$ cat src/rtl/switch_debouncer.sv
// switch_debouncer
// Conditions raw, asynchronous board switch pins for use in the clock domain.
// Each bit passes through a two-flop synchroniser and then its own stability
// counter. The result is a clean level per bit and a one-cycle change strobe
// per bit.
//
// Per-bit state (implicit in sync2 vs clean):
//   state   | meaning
//   STABLE  | sync2 == clean, counter held at 0
//   PENDING | sync2 != clean, counter counts consecutive differing edges
//
// A commit happens on the edge where the bit is PENDING and the counter
// already holds DEBOUNCE_CYCLES-1. On that edge the clean level follows sync2,
// the counter returns to 0 and the strobe fires. If sync2 falls back to the
// clean level before that edge, the counter clears and nothing is reported.
module switch_debouncer #(
  parameter int WIDTH           = 4,
  parameter int DEBOUNCE_CYCLES = 1000000,
  parameter int CNT_W           = $clog2(DEBOUNCE_CYCLES + 1)
) (
  input  logic             clock,
  input  logic             reset,
  input  logic [WIDTH-1:0] switches_raw,
  output logic [WIDTH-1:0] switches_clean,
  output logic [WIDTH-1:0] changed_mask,
  output logic             changed
);

  // Counter value on the edge where a pending change is accepted.
  localparam logic [CNT_W-1:0] CNT_LAST = CNT_W'(DEBOUNCE_CYCLES - 1);
  localparam logic [CNT_W-1:0] CNT_ONE  = CNT_W'(1);

  logic [WIDTH-1:0] sync1_q, sync1_d;
  logic [WIDTH-1:0] sync2_q, sync2_d;
  logic [WIDTH-1:0] clean_q, clean_d;
  logic [WIDTH-1:0] mask_q, mask_d;
  logic             changed_q, changed_d;
  logic [CNT_W-1:0] cnt_q [WIDTH];
  logic [CNT_W-1:0] cnt_d [WIDTH];

  // Next-state logic: synchroniser shift plus per-bit debounce decision.
  always_comb begin
    sync1_d = switches_raw;
    sync2_d = sync1_q;
    clean_d = clean_q;
    mask_d  = '0;
    for (int i = 0; i < WIDTH; i++) begin
      cnt_d[i] = '0;
      if (sync2_q[i] != clean_q[i]) begin
        if (cnt_q[i] == CNT_LAST) begin
          clean_d[i] = sync2_q[i];
          mask_d[i]  = 1'b1;
        end else begin
          cnt_d[i] = cnt_q[i] + CNT_ONE;
        end
      end
    end
    changed_d = |mask_d;
  end

  // State registers; reset clears every flop, discarding any pending change.
  always_ff @(posedge clock) begin
    if (reset) begin
      sync1_q   <= '0;
      sync2_q   <= '0;
      clean_q   <= '0;
      mask_q    <= '0;
      changed_q <= 1'b0;
      for (int i = 0; i < WIDTH; i++) begin
        cnt_q[i] <= '0;
      end
    end else begin
      sync1_q   <= sync1_d;
      sync2_q   <= sync2_d;
      clean_q   <= clean_d;
      mask_q    <= mask_d;
      changed_q <= changed_d;
      for (int i = 0; i < WIDTH; i++) begin
        cnt_q[i] <= cnt_d[i];
      end
    end
  end

  assign switches_clean = clean_q;
  assign changed_mask   = mask_q;
  assign changed        = changed_q;

endmodule

$ cat config.mk
export PLATFORM = sky130hd
export DESIGN_NAME = switch_debouncer
export DESIGN_NICKNAME = d
export VERILOG_FILES = /design/src/rtl/switch_debouncer.sv
export SDC_FILE = /design/constraint.sdc
export NUM_CORES = 1
export LEC_CHECK = 0
export ABC_AREA = 1
export CORE_ASPECT_RATIO = 1.75
export CORE_UTILIZATION = 35
export DETAILED_ROUTE_END_ITERATION = 7
export MAX_ROUTING_LAYER = met4
export SYNTH_ARGS = -nofsm -noshare
export SYNTH_HDL_FRONTEND = slang
export SYNTH_SLANG_ARGS = --single-unit
$ cat constraint.sdc
create_clock -name clock -period 2.3 [get_ports clock]
set_clock_uncertainty 0.15 [all_clocks]
set_input_delay 0.345 -clock clock [delete_from_list [all_inputs] [get_ports clock]]
set_output_delay 0.345 -clock clock [all_outputs]
set_load 0.05 [all_outputs]
## Word-level counts from Yosys, hierarchy flattened

Memory sizes are Yosys's and may differ from the RTL's.
Cells that the tools add are included.

- $add $sub $neg: 4
- Eq/ne operators: 8
- Multiplexer cells: 23
- Bitwise gates (word level): 4
- Reductions and logical operators: 5

Operators with widths:

| operator | count |
|---|---|
| $mux 20 | 12 |
| $add 20x1->20 const B | 4 |
| $eq 20x20->1 const B | 4 |
| $mux 1 | 11 |
| $reduce_and 2->1 | 4 |
| $ne 1x1->1 | 4 |
| $or 1x1->1 | 4 |
| $reduce_or 4->1 | 1 |

- Bits in registers: 17
- RAM bits: 80
- Bits of input ports: 6
- Output and inout port bits: 9
- Word-level logic and storage cells: 53
- Memories: 1

Memory list:

| name | depth | width | rd ports | clocked after memory_dff | wr ports | line | text |
|---|---|---|---|---|---|---|---|
| cnt_q | 4 | 20 | 4 | 0 | 4 | 38 | `logic [CNT_W-1:0] cnt_q [WIDTH];` |

## Depth between registers and ports, before layout

Gate-level depths: netlist (run 1).

- Depth in word-level cells: 4
- Gate-level depth with buffers: 9

## Worst setup path before layout (run 1)

OpenSTA, ideal clock, no wires.

- Path type: reg2reg
- Start point: memory cnt_q[2][0] (netlist name)
- End point: memory cnt_q[2][11] (netlist name)
- Arrival: 1.345 ns
- Data required time: 2.028 ns
- Path slack: 0.683 ns
- Cell stages (with the launch flop): 10
- Cells stage by stage: dfxtp_1 > ha_1 > nand2_1 > nor2_4 > inv_2 > nor2_8 > nand2_2 > nand3_2 > buf_4 > a21oi_1

RTL lines:

| what | line |
|---|---|
| start: declaration | 38 |

## Worst setup path in the final report (run 1)

- Start point: register clean_q[0] (netlist: switches_clean[0])
- End point: output port switches_clean[0]

RTL lines:

| what | line | text |
|---|---|---|
| start: declaration | 35 | `logic [WIDTH-1:0] clean_q, clean_d;` |
| start signal: assignment | 75 | `clean_q <= clean_d;` |
| end: declaration | 24 | `output logic [WIDTH-1:0] switches_clean,` |

No word-level cell between the ends.

==> run_results.csv, run 1 <==
group,metric,value,unit
worst_setup_path,end_kind,"output pin",
global_route,antenna_found_initial,0,
synthesis,syn_inst,669,
final_layout,layout_common_cells,"153 x nand2_1, 139 x nor2_1, 97 x dfxtp_1",
worst_setup_path,cpMaxStageDelayCell,"clkdlybuf4s50_1",
synthesis,yosysSeqAreaShare,41.6,%
die,core_area,13000,um2
synthesis,synth.distinct_cells,31,
final_layout,drive_gt1_share,6.92,%
synthesis,syn_nets,679,
min_path,holdCritPathClass,"register to register",
clock_network,cts_resized,0,
sta,worstMarginPinSlew,0.510,ns
worst_setup_path,path_buf_inv,1,
final_layout,multi_input_comb_area,2380,um2
worst_setup_path,path_max_fanout,3,
clock_network,clockBufferDepth,2,
drt,wirelength,9770,um
clock_network,numCtsBuffers,9,
pwr,irDropWorstVdd,0.000393,V
worst_setup_path,critical_path.cell_chain,"clkdlybuf4s50_1",
pwr,leakage,1.76,nW
final_layout,layout.nets,699,
outcome,outcome,"complete, no violations",
drt,vias_per_cell,4.71,
drt,firstDrtPassIters,4,
final_layout,num_antenna_cells,0,
die,die_w,89.3,um
die,initial_core_util,35.9,%
final_layout,seqCellArea,1940,um2
clock_network,ctsHtreeMaxLevel,3,
synthesis,yosys_register_bits,97,
final_layout,mostFrequentLayoutCell,"nand2_1",
clock_network,cts_setup_buffers,0,
pwr,power.density,600,nW/um2
clock_network,clockRootBuffer,"clkbuf_16",
clock_network,clk_latency,0.34,ns
clock_network,ctsHoldBuffers,0,
die,die_area,13800,um2
sta,maxSlewViolCount,0,
placement,place_inst,849,
clock_network,clk_pin_slew,0.07,ns
global_route,grt_pass1_wl,17300,um
worst_setup_path,cpPeakStageDelay,0.83,ns
global_route,track_usage,16.3,%
sta,fin_crit_sh,89.3,%
drt,avgRoutedWirePerCell,11.3,um
die,top_level_ports,15,
sta,min_period,2.05,ns
drt,ant_nets,0,
sta,rsz0062_at_grt,"false",
flow_run,max-cap-violations,0,
sta,hold_viol,0,
worst_setup_path,path_delay_family,"buffers and inverters",
global_route,grt_overflow,0,
placement,post-dp-hpwl,7440,um
sta,slew_headroom,65.9,%
final_layout,area_growth,12.8,%
sta,setup_viol,0,
drt,vias,4075,
worst_setup_path,critPathKind,"register to output pin",
synthesis,syn_avg_cell_area,6.98,um2
worst_setup_path,arrival,1.56,ns
die,dieHeight,155,um
sta,tns,0,ns
worst_setup_path,startpoint_type,"register",
worst_setup_path,crit_required,1.80,ns
sta,max_freq,0.487,GHz
global_route,grt_pass1_vias,4028,
clock_network,cts_tree,"yes",
synthesis,yosysWarnings,0,
drt,drt_iter0_markers,185,
die,row_count,55,
placement,gp_congestion,0.870,
clock_network,cts.sinks,97,
placement,port_buffers,14,
drt,drc,0,
synthesis,syn_area,4670,um2
global_route,grt_max_degree,21,
final_layout,fillers,1345,
final_layout,layout.cells.non_filler,865,
-- area by class of cell --
cell class / instances / share of cell area (%)
clock buffer: 12 / 4.87
clock inverter: 4 / 0.499
inverter: 81 / 5.77
multi-input combinational: 485 / 45.1
sequential: 97 / 36.9
tap: 171 / 4.06
timing repair buffer: 15 / 2.80
-- sequential cells by signal (all words and copies together) (netlist names) --
name and cells:
sync2_q 4, sync1_q 4, cnt_q 80, changed 1, changed_mask 4, switches_clean 4
-- cell usage after synthesis --
| cell type | count | area [um2] |
|---|---|---|
| a21oi_1 | 34 | 170 |
| a31oi_1 | 2 | 12.5 |
| and2_1 | 2 | 12.5 |
| buf_4 | 3 | 22.5 |
| buf_6 | 2 | 22.5 |
| clkbuf_1 | 1 | 3.75 |
| dfxtp_1 | 97 | 1940 |
| ha_1 | 4 | 50.1 |
| inv_1 | 79 | 297 |
| inv_2 | 2 | 7.51 |
| nand2_1 | 153 | 574 |
| nand2_2 | 6 | 37.5 |
| nand2_4 | 2 | 22.5 |
| nand3_1 | 34 | 170 |
| nand3_2 | 5 | 50.1 |
| nand3b_1 | 5 | 37.5 |
| nand4_1 | 17 | 106 |
| nor2_1 | 139 | 522 |
| nor2_2 | 5 | 31.3 |
| nor2_4 | 3 | 33.8 |
| nor2_8 | 1 | 20.0 |
| nor3_1 | 17 | 85.1 |
| nor3_2 | 4 | 40.0 |
| nor3_4 | 1 | 16.3 |
| nor3b_1 | 2 | 15.0 |
| o21a_1 | 2 | 15.0 |
| o21ai_0 | 10 | 50.1 |
| or2_0 | 5 | 31.3 |
| or2_2 | 3 | 18.8 |
| xnor2_1 | 8 | 70.1 |
| xor2_1 | 21 | 184 |
-- cell families after synthesis --
group           Yosys count  share of synthesized area, %
fa+ha+maj                 4                          1.07
simple gates            404                          39.1
xor+xnor                 29                          5.44
buf+inv                  87                          7.55
compound gates           48                          5.30
flops                    97                          41.6
-- where the power goes --
part | internal, W | leakage, nW | total (W) | switching (W)
sequential | 0.00169 | 0.783 | 0.00169 | 0.00000506
combinational | 0.0000162 | 0.833 | 0.0000412 | 0.0000249
clock | 0.000793 | 0.139 | 0.00143 | 0.000632
-- routing by layer --
metal	routed length [um]	vias to the layer above	track usage [%]
met2	5120	70	28.1
met1	4080	1839	17.4
met5	0	-	-
met4	340	0	8.24
li1	-	2140	-
met3	233	26	2.77
-- stage by stage --
step / setup slack (ns) / power, W / util [%] / instance area (um2) / hold slack, ns
after floorplan: 0.683 / 0.00176 / - / 4670 / 0.238
after global placement: 0.296 / 0.00177 / 38.3 / 4980 / 0.239
after detailed placement: 0.262 / 0.00177 / 38.3 / 4980 / 0.247
after CTS: 0.228 / 0.00321 / 40.5 / 5270 / 0.258
after global routing: 0.160 / 0.00329 / 40.5 / 5270 / 0.272
final: 0.247 / 0.00316 / 40.5 / 5270 / 0.257
-- final timing paths --
check | from | endpoint | slack (ns) | cells after the start
worst min-delay path | sync1_q[0] | sync2_q[0] | 0.26 | 2
worst min register to register | sync1_q[0] | sync2_q[0] | 0.26 | 2
worst max register to register | cnt_q[2][0] | cnt_q[2][10] | 0.36 | 8
worst max-delay path | switches_clean[0] | switches_clean[0] | 0.25 | 1
-- worst reg2reg max path, stage by stage (launching register included) --
cell and delay (ns):
dfxtp_1 0.39, ha_1 0.26, nand2_1 0.13, nor2_4 0.17, inv_2 0.09, nor2_8 0.11, nand2_2 0.09, nand3_2 0.32
nor2_1 0.10
Note: power is estimated with default switching activity, not from simulation.
==> run 2: changes to the inputs <==
Settings changed: CORE_UTILIZATION 35 to 64, PLACE_DENSITY set to 0.83.
Clock period 2.3 ns to 2.5 ns, I/O delays scaled along.
==> run_results.csv, run 2 (synthesis results as in run 1) <==
group,metric,value,unit
outcome,outcome,"complete, no violations",
clock_network,ctsHoldBuffers,0,
global_route,grt_pass1_vias,3740,
worst_setup_path,crit_required,1.98,ns
die,row_count,40,
pwr,clkPwrFrac,46.6,%
final_layout,layout_common_cells,"153 x nand2_1, 139 x nor2_1, 97 x dfxtp_1",
global_route,track_usage,27.4,%
drt,drc,0,
pwr,p_comb_share,1.3,%
final_layout,multi_input_comb_area,2380,um2
drt,ant_nets,0,
pwr,irDropWorstVdd,0.000442,V
global_route,grt_pass1_wl,15700,um
clock_network,cts_resized,0,
worst_setup_path,path_max_fanout,3,
final_layout,fillers,542,
worst_setup_path,critical_path.cell_chain,"clkdlybuf4s50_1",
drt,vias,4156,
pwr,internal_power,0.00237,W
worst_setup_path,critPathKind,"register to output pin",
clock_network,cts_tree,"yes",
placement,post-dp-hpwl,7050,um
die,dieHeight,115,um
die,initial_core_util,67.1,%
flow_run,max-cap-violations,0,
clock_network,clockRootBuffer,"clkbuf_16",
sta,min_period,2.09,ns
global_route,grt_overflow,0,
worst_setup_path,startpoint,"switches_clean[2]",
sta,hold_viol,0,
die,die_area,7660,um2
clock_network,cts.sinks,97,
final_layout,num_antenna_cells,0,
pwr,switching_share,20.8,%
sta,fin_crit_sh,83.7,%
sta,slew_headroom,65.2,%
clock_network,clk_pin_slew,0.06,ns
drt,wirelength,9750,um
die,top_level_ports,15,
final_layout,fin_util,74.4,%
worst_setup_path,arrival,1.57,ns
sta,max_freq,0.478,GHz
worst_setup_path,end_kind,"output pin",
worst_setup_path,regToRegStartpoint,"cnt_q[2][0]",
drt,avgRoutedWirePerCell,12.5,um
clock_network,ctsHtreeMaxLevel,3,
min_path,hold_depth,2,
clock_network,clk_latency,0.35,ns
pwr,pwr-share-seq,52.1,%
sta,maxSlewViolCount,0,
clock_network,numCtsBuffers,9,
drt,firstDrtPassIters,5,
final_layout,seqCellArea,1940,um2
die,core_area,6960,um2
final_layout,largest_register,"cnt_q",
worst_setup_path,r2r_cells,8,
placement,gp_congestion,0.953,
final_layout,largest_reg_flops,80,
worst_setup_path,path_buf_inv,1,
min_path,min_delay_worst_endpoint,"sync2_q[2]",
worst_setup_path,r2r_setup_slack,0.51,ns
pwr,leakage,1.76,nW
pwr,power.density,578,nW/um2
final_layout,mostFrequentLayoutCell,"nand2_1",
worst_setup_path,startpoint_type,"register",
global_route,grt_max_degree,21,
die,die_w,66.6,um
final_layout,area_growth,10.7,%
drt,drt_iter0_markers,289,
clock_network,clockBufferDepth,2,
placement,port_buffers,14,
final_layout,drive_gt1_share,6.92,%
sta,worstMarginPinSlew,0.520,ns
pwr,p_sw,0.000623,W
final_layout,layout.nets,699,
worst_setup_path,cpMaxStageDelayCell,"clkdlybuf4s50_1",
sta,setup_viol,0,
worst_setup_path,cpPeakStageDelay,0.83,ns
worst_setup_path,r2r-end,"cnt_q[2][10]",
sta,rsz0062_at_grt,"false",
drt,vias_per_cell,5.34,
global_route,antenna_found_initial,0,
worst_setup_path,path_delay_family,"buffers and inverters",
min_path,hp-start,"sync1_q[2]",
clock_network,cts_setup_buffers,0,
sta,tns,0,ns
min_path,holdCritPathClass,"register to register",
## run 2: power groups by stage
| stage | sequential (W) | combinational [W] | clock [W] |
|---|---|---|---|
| final | 0.00156 | 0.0000385 | 0.00139 |
| after global placement | 0.00159 | 0.0000366 | 0 |
| after global routing | 0.00156 | 0.0000427 | 0.00144 |
| after floorplan | 0.00159 | 0.0000264 | 0 |
| after detailed placement | 0.00159 | 0.0000386 | 0 |
| after CTS | 0.00156 | 0.0000390 | 0.00139 |
## run 2: through the flow
step	total power (W)	worst slack, ns	hold WS, ns	instance area, um2	cells
finish	0.00299	0.408	0.263	5170	778
global route	0.00304	0.369	0.266	5170	778
CTS	0.00299	0.381	0.263	5170	778
detailed placement	0.00163	0.464	0.253	4870	762
global placement	0.00163	0.506	0.240	4870	762
floorplan	0.00162	0.883	0.238	4670	669
## run 2: layout make-up
type	instances	share of cell area [%]
Timing Repair Buffer	15	2.85
Clock buffer	11	4.69
Inverter	81	5.88
Clock inverter	5	1.06
Sequential cell	97	37.5
Multi-Input combinational cell	485	45.9
Tap cell	84	2.03
## run 2: worst min-delay path: cells and delay by family (launching register included)
| kind | cells | cell delay [ns] |
|---|---|---|
| and+or+nand+nor | 1 | 0.03 |
| DFF | 1 | 0.30 |
| buffers and inverters | 1 | 0.04 |
## run 2: worst max path at each step
| stage | to | slack, ns | cells after the start |
|---|---|---|---|
| after floorplan | cnt_q[2][11] | 0.88 | 9 |
| after global placement | cnt_q[1][16] | 0.51 | 7 |
| after detailed placement | cnt_q[1][16] | 0.46 | 7 |
| after CTS | switches_clean[3] | 0.38 | 1 |
| after global routing | switches_clean[3] | 0.37 | 1 |
| final | switches_clean[2] | 0.41 | 1 |
## run 2: layer usage
layer	part of all wire (%)	track usage [%]	vias to the layer above	wire [um]
li1	-	-	2138	-
met1	42	28.8	1901	4050
met2	53	48.4	92	5150
met3	3.2	5.46	25	313
met4	2.4	11.6	0	238
met5	0	-	-	0
